$ cat config.mk
export PLATFORM = sky130hd
export DESIGN_NAME = sym_fir_serial
export DESIGN_NICKNAME = d
export VERILOG_FILES = /design/src/rtl/sym_fir_serial.sv
export SDC_FILE = /design/constraint.sdc
export NUM_CORES = 2
export LEC_CHECK = 0
export ABC_AREA = 1
export CAP_MARGIN = 10
export CORE_MARGIN = 5
export CORE_UTILIZATION = 40
export DETAILED_ROUTE_END_ITERATION = 6
export DONT_BUFFER_PORTS = 1
export SLEW_MARGIN = 0
export SYNTH_ARGS = -nofsm -noshare
export SYNTH_HDL_FRONTEND = slang
export SYNTH_SLANG_ARGS = --single-unit
$ cat constraint.sdc
create_clock -name clock -period 20.1 [get_ports clock]
set_clock_uncertainty 0.05 [all_clocks]
set_input_delay 3.015 -clock clock [delete_from_list [all_inputs] [get_ports clock]]
set_output_delay 3.015 -clock clock [all_outputs]
set_load 0.02 [all_outputs]
$ cat src/rtl/sym_fir_serial.sv
// sym_fir_serial: folded symmetric FIR with a single serial MAC.
// One pre-add/multiply per cycle, saturating unsigned output.
module sym_fir_serial #(
  parameter int NTAPS = 39,
  parameter int W     = 12,
  parameter int CW    = 12,
  parameter int SHIFT = 0
) (
  input  logic                              clock,
  input  logic                              reset,
  input  logic                              in_valid,
  input  logic [W-1:0]                      in_data,
  output logic                              in_ready,
  input  logic                              coef_we,
  input  logic [$clog2((NTAPS+1)/2)-1:0]    coef_addr,
  input  logic [CW-1:0]                     coef_data,
  output logic                              out_valid,
  input  logic                              out_ready,
  output logic [W-1:0]                      out_data,
  output logic                              out_sat
);

  localparam int H   = (NTAPS + 1) / 2;
  localparam int AW  = $clog2(H);
  localparam int DW  = $clog2(NTAPS);
  localparam int PW  = W + 1;
  localparam int MW  = PW + CW;
  localparam int ACW = W + CW + $clog2(NTAPS) + 1;

  typedef enum logic [1:0] {
    IDLE,
    MAC,
    OUT
  } state_t;

  state_t state, state_nx;

  logic [W-1:0]   d [NTAPS];
  logic [CW-1:0]  c [H];
  logic [ACW-1:0] acc, acc_nx, res;
  logic [AW-1:0]  idx;
  logic           last;
  logic [DW-1:0]  ia, ib;
  logic [PW-1:0]  pre;
  logic [MW-1:0]  prod;
  logic           accept, cwr;
  logic [W-1:0]   res_data;
  logic           res_sat;

  // Fold mirror taps, multiply by shared coefficient, form saturated result.
  always_comb begin
    last     = (idx == AW'(H - 1));
    ia       = DW'(idx);
    ib       = DW'(NTAPS - 1) - ia;
    pre      = last ? {1'b0, d[ia]}
                    : {1'b0, d[ia]} + {1'b0, d[ib]};
    prod     = MW'(pre) * MW'(c[idx]);
    acc_nx   = acc + ACW'(prod);
    res      = acc_nx >> SHIFT;
    res_sat  = |(res >> W);
    res_data = res_sat ? '1 : res[W-1:0];
  end

  // Next-state and handshake outputs.
  always_comb begin
    state_nx  = state;
    in_ready  = 1'b0;
    out_valid = 1'b0;
    unique case (1'b1)
      (state == IDLE): begin
        in_ready = 1'b1;
        if (in_valid) state_nx = MAC;
      end
      (state == MAC): begin
        if (last) state_nx = OUT;
      end
      (state == OUT): begin
        out_valid = 1'b1;
        if (out_ready) state_nx = IDLE;
      end
      default: state_nx = IDLE;
    endcase
  end

  assign accept = in_ready & in_valid;
  assign cwr    = coef_we & in_ready
                & ({1'b0, coef_addr} < (AW + 1)'(H));

  // State register.
  always_ff @(posedge clock) begin
    if (reset) state <= IDLE;
    else       state <= state_nx;
  end

  // Delay line, coefficient RAM, accumulator and output hold registers.
  always_ff @(posedge clock) begin
    if (reset) begin
      for (int i = 0; i < NTAPS; i++) d[i] <= '0;
      for (int i = 0; i < H; i++) c[i] <= '0;
      acc      <= '0;
      idx      <= '0;
      out_data <= '0;
      out_sat  <= 1'b0;
    end else begin
      if (cwr) c[coef_addr] <= coef_data;
      if (accept) begin
        d[0] <= in_data;
        for (int i = 1; i < NTAPS; i++) d[i] <= d[i-1];
        acc <= '0;
        idx <= '0;
      end
      if (state == MAC) begin
        acc <= acc_nx;
        idx <= idx + AW'(1);
        if (last) begin
          out_data <= res_data;
          out_sat  <= res_sat;
        end
      end
    end
  end

endmodule

## After elaboration in Yosys (flattened, before gate mapping)

Memories as Yosys holds them, arrays and structs flattened. A register that Yosys moved wholly into a read port is not among the register bits.
Cells that the tools add are included.

| operators by class | value |
|---|---|
| add/subtract/negate cells | 4 |
| $mul | 1 |
| magnitude comparators | 1 |
| equality and inequality tests | 6 |
| multiplexer cells | 66 |
| bitwise operators | 42 |
| reduce and logical (&&, ||, !) cells | 6 |

Operator list:

| operator | number |
|---|---|
| $mux 12 | 41 |
| $mux 31 | 2 |
| $or 1x1->1 | 39 |
| $add 31x25->31 | 1 |
| $mul 13x12->25 | 1 |
| $mux 5 | 5 |
| $reduce_or 19->1 | 1 |
| $add 12x12->13 | 1 |
| $mux 13 | 1 |
| $mux 6 | 2 |
| $reduce_or 12->1 | 1 |
| $mux 1 | 11 |
| $mux 2 | 3 |
| $ne 2x2->1 const B | 3 |
| $pmux 2 s3 | 1 |
| $sub 6x5->6 const A | 1 |
| $add 5x1->5 const B | 1 |
| $eq 5x5->1 const B | 1 |
| $lt 5x5->1 const B | 1 |
| $and 1x1->1 | 3 |
| $reduce_and 3->1 | 1 |
| $eq 2x1->1 const B | 1 |
| $eq 2x2->1 const B | 1 |
| $logic_not 2->1 | 1 |
| 2 further kinds | 2 |

| word-level totals | value |
|---|---|
| bits in registers | 51 |
| memory bits (writable) | 708 |
| bits of input ports | 34 |
| output and inout bits | 15 |
| word-level logic and storage cells | 133 |
| memories | 2 |

Memory list:

| name | depth | bits a word | read ports | clocked after Yosys merged registers in | write ports | line | RTL |
|---|---|---|---|---|---|---|---|
| d | 39 | 12 | 40 | 1 | 39 | 38 | `logic [W-1:0] d [NTAPS];` |
| c | 20 | 12 | 1 | 1 | 20 | 39 | `logic [CW-1:0] c [H];` |

## Logic depth before layout (Yosys ltp)

| depth | value |
|---|---|
| depth in word-level cells | 9 |
| mapped depth | 50 |

## Worst setup path before layout

No wires, ideal clock.

| timing path | value |
|---|---|
| path type | input to register |
| from | input port reset |
| to | memory d[0][0] (enable) |
| setup time | 3.358 ns |
| data arrival time | 11.220 ns |
| required time | 16.692 ns |
| path slack | 5.471 ns |
| stages on the path | 4 |
| buffers on the path | 2 |
| cell sequence | inv_1 clkbuf_1 clkbuf_1 nand2_1 |

RTL lines:

| what | line | RTL |
|---|---|---|
| start, declared | 10 | `input logic reset,` |
| end, declared | 38 |  |

## Worst setup path in the final report

| timing path | value |
|---|---|
| from | register idx[0] |
| to | register out_data[3] |

| on the way | value |
|---|---|
| longest elaborated chain between the ends | 8 |

Ends and longest elaborated chain:

| what | line | RTL |
|---|---|---|
| start, declared | 41 | `logic [AW-1:0] idx;` |
| start signal, assigned | 114 | `idx <= idx + AW'(1);` |
| $sub 6x5->6 | 54 | `ib = DW'(NTAPS - 1) - ia;` |
| $mem_v2 39x12 | n/a |  |
| $add 12x12->13 | 56 | `: {1'b0, d[ia]} + {1'b0, d[ib]};` |
| $mux 13 | 55 | `pre = last ? {1'b0, d[ia]}` |
| $mul 13x12->25 | 57 | `prod = MW'(pre) * MW'(c[idx]);` |
| $add 31x25->31 | 58 | `acc_nx = acc + ACW'(prod);` |
| $reduce_or 19->1 | 60 | `res_sat = \|(res >> W);` |
| $mux 12 | 61 | `res_data = res_sat ? '1 : res[W-1:0];` |
| end signal, assigned | 116 | `out_data <= res_data;` |
| end, declared | 19 | `output logic [W-1:0] out_data,` |

Several ways; a longest one is shown, not always the timed one.
A chain may end at the register's enable or synchronous reset.

==> flow_summary.yaml <==
placed_design:
  hpwlAfterDp_um: 82700
  place_inst: 7261
  pre_cts_slack_ps: 9160
  numPortBuffers: 0
  place_congestion: 0.857
global_route:
  grt_max_degree: 247
  grt_first_pass_wirelength_um: 217000
  overflow: 0
  grt_pass1_vias: 37700
  grt_use_total_pct: 20.2
  antenna_found_initial: 1
clocking:
  path_clk_slew_ps: 60
  post_cts_resized: 0
  cts.sinks: 908
  clk_latency_ps: 710
  cts_tree: "built"
  cts_buffer_depth: 3
  cts_hold_buffers: 0
  numCtsBuffers: 103
  htree_levels: 3
  cts_root_buf: "clkbuf_16"
  cts_setup_buffers: 0
timing:
  setup_violations: 0
  layout_setup_ws_ps: 9110
  max_freq_mhz: 91.0
  min_period_ps: 10990
  rsz0062_at_grt: "false"
  post-route-period-util_pct: 54.7
  fin_setup_tns_ps: 0
  tightest_slew_ps: 1240
  max_slew_margin_pct: 17.0
  maxSlewViolCount: 0
  hold_viol: 0
worst_hold_path:
  min_from: "acc[6]$_SDFFE_PP0N_"
  min_to: "acc[6]$_SDFFE_PP0N_"
  whs_path_depth: 2
  hold_path_class: "flip-flop to flip-flop"
pwr:
  power_frac_seq_pct: 23.2
  power_uw: 9790
  pwr-share-comb_pct: 57.4
  switching_share_pct: 47.3
  peakVddDrop_mv: 0.369
  pwr-share-clk_pct: 19.3
  p_sw_uw: 4630
  cellPowerDensity_mw_per_mm2: 175
  p_leak_uw: 0.0229
  p_int_uw: 5160
logic_synthesis:
  synth-seq-cells: 908
  syn_area_mm2: 0.0510
  synth_cell_types: 47
  yosysSeqAreaShare_pct: 52.4
  yosysWarnings: 0
  synth_cells: 5791
  syn_area_per_cell_um2: 8.80
floorplanning:
  initial_utilization_pct: 40.1
  dieArea_mm2: 0.135
  die_h_um: 367
  placementRows: 131
  core_mm2: 0.127
  die_w_um: 367
  ios: 49
drt:
  wl_per_cell_um: 18.7
  post_drt_via_cell_ratio: 5.28
  drtIter0Drc: 3576
  drcViolationCount: 0
  route.vias.total: 39400
  ant_nets: 0
  finalWirelength_um: 139000
  first_pass_iters: 6
final_layout:
  diodes: 0
  multi_input_area_mm2: 0.0200
  nNetsFinal: 5956
  areaGrowthSynthToFinish_pct: 9.51
  mostFrequentLayoutCells: "nor2_1 (1,162), edfxtp_1 (852), inv_1 (840)"
  register_area_mm2: 0.0267
  layout-drive-gt1-share_pct: 4.21
  stdcell_count: 7452
  final_common_cell: "nor2_1"
  nFillCells: 12400
status:
  status: "complete, no violations"
job:
  maxCapViolations: 0
critical_path:
  reg2reg_depth: 43
  rrSetupSlack_ps: 9110
  slowest_delay_ps: 860
  required_ps: 20640
  crit_type: "flip-flop to flip-flop"
  start_kind: "flip-flop"
  cp_max_fo: 74
  rr_startpoint: "idx[0]$_SDFFE_PP0N_"
  worst_path_max_delay_cell: "dfxtp_4"
  end_kind: "flip-flop"
  crit_top_cell: "nand2_1"
  r2r_end: "out_data[3]$_SDFFE_PP0P_"
  arrival_ps: 11530
-- area by class of cell --
cell class | instances | share of cell area (%)
repair buffers | 41 | 0.663
multi-input cells | 3784 | 35.9
inverters | 866 | 5.86
flip-flops and latches | 908 | 47.9
clock inverters | 55 | 0.964
clock buffers | 136 | 5.02
well taps | 1662 | 3.73
-- stage by stage --
stage               hold slack [ps]  instance area, um2  utilization [%]
floorplan                       391               51500                -
global placement                399               52500             41.3
detailed placement              404               52500             41.3
CTS                             413               55800             43.9
global route                    434               55800             43.9
finish                          412               55800             43.9
-- Yosys cell counts (all sizes together) --
cell type     n  area share, %
or2          16           0.20
o21bai       13           0.19
o22ai        85            1.0
nand3b        3          0.044
a22oi         1          0.015
nand3       192            1.9
fa          135            5.3
dfxtp        56            2.2
edfxtp      852             50
o21ai       684            6.9
ha           83            2.0
nand4        15           0.18
nor2       1164            8.6
a21oi       425            4.2
nor3          7          0.079
nor4          5          0.098
a21boi        1          0.015
a211oi        1          0.015
inv         866            6.4
and2          3          0.037
a32o         12           0.24
xnor2         2          0.034
a21o          2          0.029
clkbuf      250            1.8
conb          1         0.0074
mux2i         2          0.039
a221oi        2          0.034
o221ai       48           0.82
xor2         12           0.21
nand2       636            4.7
buf         126            1.2
a31oi        17           0.21
o211ai       74            1.1
-- power by group through the flow --
| stage | registers [uW] | logic [uW] | clock network, uW |
|---|---|---|---|
| after floorplan | 2320 | 4130 | 0 |
| after global placement | 2310 | 5620 | 0 |
| after detailed placement | 2310 | 5630 | 0 |
| after CTS | 2280 | 5670 | 1930 |
| after global routing | 2290 | 6470 | 2010 |
| final | 2280 | 5620 | 1890 |
-- worst max-delay path by stage --
stage,endpoint,startpoint,cells after the start,slack (ps)
after floorplan,d[0][0]$_SDFFCE_PN0P_,reset,4,5470
after global placement,out_data[6]$_SDFFE_PP0P_,idx[0]$_SDFFE_PP0N_,43,9190
after detailed placement,out_data[5]$_SDFFE_PP0P_,idx[0]$_SDFFE_PP0N_,43,9160
after CTS,out_data[0]$_SDFFE_PP0P_,idx[0]$_SDFFE_PP0N_,43,9090
after global routing,out_data[8]$_SDFFE_PP0P_,idx[0]$_SDFFE_PP0N_,43,8260
final,out_data[3]$_SDFFE_PP0P_,idx[0]$_SDFFE_PP0N_,43,9110
-- routing by layer --
layer / GRT usage (%) / vias up / wire (um)
li1: - / 18900 / -
met1: 28.2 / 19100 / 61700
met2: 33.0 / 1212 / 65400
met3: 2.70 / 209 / 8520
met4: 6.13 / 2 / 3580
met5: 0 / - / 10
-- registers in the layout, summed over array words and instances (netlist names), named ones only --
name	cells
out_data	12
state	2
idx	5
acc	31
d	468
c	384
out_sat	1
-- worst max-delay path, delay by kind of cell (launching register included) --
kind                     cells  cell delay, ps
AND/OR/NAND/NOR             17            2610
adder cells (fa/ha/maj)      8            3330
flip-flops                   1             860
AO/OA/AOI/OAI               10            2310
buffers and inverters        8            1620
-- logic make-up (layout without fill, tap and decap cells) --
logic type,Yosys count,after routing,share of synthesized area (%)
AO/OA/AOI/OAI,1365,1365,14.7
other,1,144,0.00736
buffers and inverters,1242,1098,9.45
multiplexers,2,2,0.0393
adder cells (fa/ha/maj),218,218,7.34
flip-flops,908,908,52.4
XOR/XNOR,14,14,0.241
AND/OR/NAND/NOR,2041,2041,15.8
(Power assumes the default switching activity.)
